File: src/rtl/mem_access_stage.sv
// MEM stage of the 4-thread core: runs EX/MEM loads and stores against data memory,
// stalls the upstream pipeline while an access is in flight, and registers MEM/WB.
module mem_access_stage #(
  parameter int PROC_DATA_WIDTH        = 64,
  parameter int PROC_REGFILE_LOG2_DEEP = 5,
  parameter int INSTMEM_LOG2_DEEP      = 8,
  parameter int DMEM_ADDR_WIDTH        = 8,
  parameter int TIMEOUT_CYCLES         = 16
) (
  input  logic                              clk_i,
  input  logic                              rst_n_i,
  input  logic                              reg_write_en_i,
  input  logic                              mem_write_en_i,
  input  logic                              mem_read_en_i,
  input  logic                              mem_to_reg_i,
  input  logic [PROC_DATA_WIDTH-1:0]        alu_i,
  input  logic [PROC_DATA_WIDTH-1:0]        reg_data2_i,
  input  logic [PROC_REGFILE_LOG2_DEEP-1:0] reg_write_addr_i,
  input  logic [1:0]                        thread_id_i,
  input  logic [INSTMEM_LOG2_DEEP-1:0]      pc_carry_baggage_i,
  output logic                              stall_o,
  output logic                              dmem_req_valid_o,
  input  logic                              dmem_req_ready_i,
  output logic                              dmem_req_we_o,
  output logic [DMEM_ADDR_WIDTH-1:0]        dmem_req_addr_o,
  output logic [PROC_DATA_WIDTH-1:0]        dmem_req_wdata_o,
  input  logic                              dmem_rsp_valid_i,
  input  logic [PROC_DATA_WIDTH-1:0]        dmem_rsp_rdata_i,
  output logic                              wb_valid_o,
  output logic                              reg_write_en_o,
  output logic                              mem_to_reg_o,
  output logic [PROC_DATA_WIDTH-1:0]        alu_o,
  output logic [PROC_DATA_WIDTH-1:0]        mem_rdata_o,
  output logic [PROC_REGFILE_LOG2_DEEP-1:0] reg_write_addr_o,
  output logic [1:0]                        thread_id_o,
  output logic [INSTMEM_LOG2_DEEP-1:0]      pc_carry_baggage_o,
  output logic                              mem_err_o
);

  // Handshakes: a request transfers on a cycle where dmem_req_valid_o and
  // dmem_req_ready_i are both high; valid/we/addr/wdata hold steady until then.
  // dmem_rsp_valid_i qualifies dmem_rsp_rdata_i for one cycle and is honoured only in WAIT.

  typedef enum logic [1:0] {
    IDLE = 2'd0,
    REQ  = 2'd1,
    WAIT = 2'd2
  } state_t;

  localparam int CNT_W = $clog2(TIMEOUT_CYCLES + 1);
  localparam logic [CNT_W-1:0] CNT_LAST = CNT_W'(TIMEOUT_CYCLES - 1);

  state_t state, state_next;
  logic [CNT_W-1:0] wait_cnt;

  logic                              hold_we;
  logic                              hold_reg_write_en;
  logic                              hold_mem_to_reg;
  logic [PROC_DATA_WIDTH-1:0]        hold_alu;
  logic [PROC_DATA_WIDTH-1:0]        hold_wdata;
  logic [PROC_REGFILE_LOG2_DEEP-1:0] hold_reg_write_addr;
  logic [1:0]                        hold_thread_id;
  logic [INSTMEM_LOG2_DEEP-1:0]      hold_pc;

  logic mem_op, handshake, timeout_hit;
  logic capture, cnt_clear, cnt_inc;

  logic                              wb_valid_d;
  logic                              reg_write_en_d;
  logic                              mem_to_reg_d;
  logic [PROC_DATA_WIDTH-1:0]        alu_d;
  logic [PROC_DATA_WIDTH-1:0]        mem_rdata_d;
  logic [PROC_REGFILE_LOG2_DEEP-1:0] reg_write_addr_d;
  logic [1:0]                        thread_id_d;
  logic [INSTMEM_LOG2_DEEP-1:0]      pc_d;
  logic                              mem_err_d;

  assign mem_op      = mem_read_en_i | mem_write_en_i;
  assign handshake   = dmem_req_valid_o & dmem_req_ready_i;
  assign timeout_hit = (wait_cnt == CNT_LAST);

  assign dmem_req_valid_o = (state == REQ);
  assign dmem_req_we_o    = hold_we;
  assign dmem_req_addr_o  = hold_alu[DMEM_ADDR_WIDTH-1:0];
  assign dmem_req_wdata_o = hold_wdata;

  always_ff @(posedge clk_i or negedge rst_n_i) begin
    if (!rst_n_i) begin
      state <= IDLE;
    end else begin
      state <= state_next;
    end
  end

  // Every path not listed below leaves the MEM/WB slot as an all-zero bubble.
  always_comb begin
    state_next       = state;
    stall_o          = 1'b0;
    capture          = 1'b0;
    cnt_clear        = 1'b0;
    cnt_inc          = 1'b0;
    wb_valid_d       = 1'b0;
    reg_write_en_d   = 1'b0;
    mem_to_reg_d     = 1'b0;
    alu_d            = '0;
    mem_rdata_d      = '0;
    reg_write_addr_d = '0;
    thread_id_d      = '0;
    pc_d             = '0;
    mem_err_d        = 1'b0;
    case (state)
      IDLE: begin
        if (mem_op) begin
          stall_o    = 1'b1;
          capture    = 1'b1;
          state_next = REQ;
        end else begin
          wb_valid_d       = 1'b1;
          reg_write_en_d   = reg_write_en_i;
          mem_to_reg_d     = mem_to_reg_i;
          alu_d            = alu_i;
          reg_write_addr_d = reg_write_addr_i;
          thread_id_d      = thread_id_i;
          pc_d             = pc_carry_baggage_i;
        end
      end
      REQ: begin
        stall_o = 1'b1;
        if (handshake) begin
          if (hold_we) begin
            stall_o          = 1'b0;
            state_next       = IDLE;
            wb_valid_d       = 1'b1;
            reg_write_en_d   = hold_reg_write_en;
            mem_to_reg_d     = hold_mem_to_reg;
            alu_d            = hold_alu;
            reg_write_addr_d = hold_reg_write_addr;
            thread_id_d      = hold_thread_id;
            pc_d             = hold_pc;
          end else begin
            cnt_clear  = 1'b1;
            state_next = WAIT;
          end
        end
      end
      WAIT: begin
        stall_o = 1'b1;
        cnt_inc = 1'b1;
        // A response in the timeout cycle still counts as a good load.
        if (dmem_rsp_valid_i || timeout_hit) begin
          stall_o          = 1'b0;
          state_next       = IDLE;
          wb_valid_d       = 1'b1;
          mem_to_reg_d     = hold_mem_to_reg;
          alu_d            = hold_alu;
          reg_write_addr_d = hold_reg_write_addr;
          thread_id_d      = hold_thread_id;
          pc_d             = hold_pc;
          if (dmem_rsp_valid_i) begin
            reg_write_en_d = hold_reg_write_en;
            mem_rdata_d    = dmem_rsp_rdata_i;
          end else begin
            mem_err_d = 1'b1;
          end
        end
      end
      default: state_next = IDLE;
    endcase
  end

  // When both enables are set the access is a store; the read is dropped.
  always_ff @(posedge clk_i or negedge rst_n_i) begin
    if (!rst_n_i) begin
      hold_we             <= 1'b0;
      hold_reg_write_en   <= 1'b0;
      hold_mem_to_reg     <= 1'b0;
      hold_alu            <= '0;
      hold_wdata          <= '0;
      hold_reg_write_addr <= '0;
      hold_thread_id      <= '0;
      hold_pc             <= '0;
    end else if (capture) begin
      hold_we             <= mem_write_en_i;
      hold_reg_write_en   <= reg_write_en_i;
      hold_mem_to_reg     <= mem_to_reg_i;
      hold_alu            <= alu_i;
      hold_wdata          <= reg_data2_i;
      hold_reg_write_addr <= reg_write_addr_i;
      hold_thread_id      <= thread_id_i;
      hold_pc             <= pc_carry_baggage_i;
    end
  end

  always_ff @(posedge clk_i or negedge rst_n_i) begin
    if (!rst_n_i) begin
      wait_cnt <= '0;
    end else if (cnt_clear) begin
      wait_cnt <= '0;
    end else if (cnt_inc) begin
      wait_cnt <= wait_cnt + CNT_W'(1);
    end
  end

  always_ff @(posedge clk_i or negedge rst_n_i) begin
    if (!rst_n_i) begin
      wb_valid_o         <= 1'b0;
      reg_write_en_o     <= 1'b0;
      mem_to_reg_o       <= 1'b0;
      alu_o              <= '0;
      mem_rdata_o        <= '0;
      reg_write_addr_o   <= '0;
      thread_id_o        <= '0;
      pc_carry_baggage_o <= '0;
      mem_err_o          <= 1'b0;
    end else begin
      wb_valid_o         <= wb_valid_d;
      reg_write_en_o     <= reg_write_en_d;
      mem_to_reg_o       <= mem_to_reg_d;
      alu_o              <= alu_d;
      mem_rdata_o        <= mem_rdata_d;
      reg_write_addr_o   <= reg_write_addr_d;
      thread_id_o        <= thread_id_d;
      pc_carry_baggage_o <= pc_d;
      mem_err_o          <= mem_err_d;
    end
  end

endmodule

File: config.mk
export PLATFORM = sky130hd
export DESIGN_NAME = mem_access_stage
export DESIGN_NICKNAME = d
export VERILOG_FILES = /design/src/rtl/mem_access_stage.sv
export SDC_FILE = /design/constraint.sdc
export NUM_CORES = 1
export LEC_CHECK = 0
export ABC_AREA = 1
export CAP_MARGIN = 20
export CORE_ASPECT_RATIO = 1.2
export CORE_MARGIN = 10
export CORE_UTILIZATION = 49
export DETAILED_ROUTE_END_ITERATION = 10
export PLACE_DENSITY = 0.84
export SLEW_MARGIN = 10
export SYNTH_ARGS = -nofsm -noshare
export SYNTH_HDL_FRONTEND = slang
export SYNTH_SLANG_ARGS = --single-unit
File: constraint.sdc
create_clock -name clk_i -period 3.05 [get_ports clk_i]
set_input_delay 0.4575 -clock clk_i [delete_from_list [all_inputs] [get_ports clk_i]]
set_output_delay 0.4575 -clock clk_i [all_outputs]
set_load 0.005 [all_outputs]
==> qor.txt <==
outcome - finished, final reports clean
GP Congestion - 0.787
synthesis warning total - 0
Port Buf Inserts - 436
critical path type - flop to primary output
share of the synthesized netlist area taken by xor and xnor gates - 0%
worst supply voltage drop on vdd - 1.34 mV
worst-path fanout max - 4
post-detailed-routing wire length - 41.8 mm
final critical delay including setup and external delays - 2870 ps
starting density of the core - 49.5%
routed wirelength normalized by instance count - 20.1 um
most frequent CP cell - sky130_fd_sc_hd__ha_1
FF/Latch Area - 7510 um^2
Max-Cap Viols - 0
number of cells produced by synthesis - 1355
number of buffers on the longest clock path - 3
post-synthesis adder-cell area fraction - 0.206%
vias - 11200
transition time at the pin with the least slew margin - 986 ps
vias in the first global route - 11300
# Post-CTS Setup Buffers - 0
master cell of the clock root buffer - sky130_fd_sc_hd__clkbuf_16
placed standard-cell area - 16600 um^2
Worst path slowest cell - sky130_fd_sc_hd__clkdlybuf4s50_1
H-Tree Level Count - 1
cell breakdown of the critical path - ha_1 > inv_1 > nor3_1 > ha_1 > nor2_2 > nand2_1 > nand3_1 > clkdlybuf4s50_1
worst-skew pair later-pin latency - 550 ps
Final Hold Viols - 0
Final #Nets - 1946
main combinational cell family by area after synthesis - simple AND/OR/NAND/NOR gates
Max-Slew Margin vs Limit - 34.3%
total nets after synthesis - 1572
number of DRC violations after detailed-routing iteration 0 - 1056
number of setup violations in the final report - 0
maximum operating frequency - 348 MHz
drt first pass iters - 5
cell taking the most area after synthesis - sky130_fd_sc_hd__dfrtp_1
sequential cell area fraction in the yosys report - 61.7%
Setup Total Neg Slack - 0 ps
total die area - 31600 um^2
most common library cell in the layout ignoring fill and taps - sky130_fd_sc_hd__nand2_1
final global-route overflow total - 0
DPL Wire Length - 27.5 mm
met3 track demand over resource - 8.60%
global-route wire length before repair - 64.8 mm
Setup crit start kind - flop
remaining routing DRC violations - 0
proportion of synthesized area in mux cells - 0%
static leakage - 0.00839 uW
worst setup slack after placement - 672 ps
final antenna-violating net count - 0
Worst Clk Skew - 18.1 ps
routed vias/inst - 5.37
signed area change from the synthesized netlist to the final layout - 45.1%
area fraction in compound gates after synthesis - 0.206%
Yosys top cell area share - 61.7%
worst hold path class - input port to flop
final number of max-transition violations - 0
area inside the core boundary - 24600 um^2
number of clock sinks - 300
met1 track demand over resource in global routing - 29.7%
ratio of cells with drive above 1 in the final layout - 4.62%
area used by multi-input combinational logic - 4060 um^2
clock tree from TritonCTS - yes
utilization of the core after routing - 71.8%
maximum number of pins on one net before global-route repair - 148
CP peak stage delay - 540 ps
Crit. End Element - primary output
initial antenna violation count - 7
Cell variety after synth - 21
setup slack after layout - 177 ps
post-route cell area - 17700 um^2
commonest cells after routing, fill and taps aside - sky130_fd_sc_hd__nand2_1, sky130_fd_sc_hd__clkdlybuf4s50_1, sky130_fd_sc_hd__nand3_1, sky130_fd_sc_hd__dfrtp_1, sky130_fd_sc_hd__nor2_1
met2 routing resource usage after global routing - 44.1%
crit share post-route - 94.2%
arrival time of the worst setup path - 2420 ps
per-instance average area after synthesis - 8.98 um^2
Inserted Clock Buffers - 30
Worst EP required - 2590 ps
chip width - 164 um
register clock-pin slew on the reported worst setup and hold paths - 70 ps
Syn Std Cell Area - 12200 um^2
standard-cell rows - 63
power density normalized to cell area - 892 nW/um^2
most used routing layer in global routing - met2
leading post-synthesis cells by cell area - sky130_fd_sc_hd__dfrtp_1, sky130_fd_sc_hd__nand3_1, sky130_fd_sc_hd__nand2_1
vertical die dimension - 193 um
Boundary Pins - 437
basic-gate share of the synthesized area counting and, or, nand and nor cells - 32.8%
flip-flop and latch count after synthesis - 300
final hold slack - 250 ps
aggregate global-route resource usage - 25.9%
unrepaired setup endpoints after global routing - false
number of fillers in the final layout - 1785
## layout make-up
type | instances | share of cell area (%)
inverter | 11 | 0.241
tap | 325 | 2.30
antenna | 5 | 0.0708
sequential | 300 | 42.5
clock inverter | 13 | 0.829
timing repair buffer | 454 | 26.1
multi-input combinational | 932 | 23.0
clock buffer | 42 | 4.97
## routing by layer
layer	part of all wire, %	wire length [um]
met1	35	14500
met2	51	21200
met3	11	4640
met4	3.4	1440
met5	0	0
## cells in the mapped netlist
library cell,n
sky130_fd_sc_hd__o21ai_0,4
sky130_fd_sc_hd__buf_2,43
sky130_fd_sc_hd__nand4_1,1
sky130_fd_sc_hd__inv_2,4
sky130_fd_sc_hd__or2_4,1
sky130_fd_sc_hd__nand2_2,2
sky130_fd_sc_hd__buf_6,2
sky130_fd_sc_hd__a21oi_1,1
sky130_fd_sc_hd__nor2_4,1
sky130_fd_sc_hd__inv_1,7
sky130_fd_sc_hd__nand2_1,452
sky130_fd_sc_hd__buf_1,18
sky130_fd_sc_hd__nand3_1,394
sky130_fd_sc_hd__buf_4,24
sky130_fd_sc_hd__ha_1,2
sky130_fd_sc_hd__nor2_1,69
sky130_fd_sc_hd__nor2_2,2
sky130_fd_sc_hd__nand3b_1,1
sky130_fd_sc_hd__nor3_1,2
sky130_fd_sc_hd__clkbuf_1,25
sky130_fd_sc_hd__dfrtp_1,300
## power breakdown
group | switching (uW) | internal (uW)
clock network | 1540 | 2250
logic | 3090 | 2620
registers | 890 | 5360
total | 5520 | 10200
## worst max-delay path: cells and delay by family, from the launching register on
kind,cells,cell delay (ps)
DFF,1,400
adders and majority gates,2,420
buffers and inverters,2,620
and+or+nand+nor,4,440
## stage by stage
| step | instances | total power (uW) |
|---|---|---|
| 6_report | 2082 | 15700 |
| 5_1_grt | 2082 | 16700 |
| 4_1_cts | 2077 | 15800 |
| 3_5_place_dp | 2021 | 12000 |
| 3_3_place_gp | 2021 | 11800 |
| 2_1_floorplan | 1355 | 8920 |
## cells by family after synthesis
group	count (synthesis)
simple gates	925
compound gates	5
buf+inv	123
flops	300
fa+ha+maj	2
## worst paths after layout
| check | start | to | slack (ps) | depth (start not counted) |
|---|---|---|---|---|
| max | wait_cnt[0]$_DFFE_PN0P_ | stall_o | 180 | 8 |
| min | dmem_rsp_valid_i | state[1]$_DFFE_PN0P_ | 250 | 4 |
| max reg2reg | state[0]$_DFFE_PN0P_ | alu_o[58]$_DFF_PN0_ | 890 | 7 |
| min reg2reg | dmem_req_wdata_o[52]$_DFFE_PN0P_ | dmem_req_wdata_o[52]$_DFFE_PN0P_ | 470 | 2 |
| max in group asynchronous | rst_n_i | mem_rdata_o[35]$_DFF_PN0_ | 1820 | 3 |
| min in group asynchronous | rst_n_i | alu_o[9]$_DFF_PN0_ | 430 | 2 |
## what timing repair did
action | 4_1_cts | 5_1_grt
hold buffers | 1 | 0
endpoints found under the setup margin | 0 | 1
gates resized for setup | 0 | 1
endpoints found under the hold margin | 51 | 0
(Power assumes the default switching activity.)
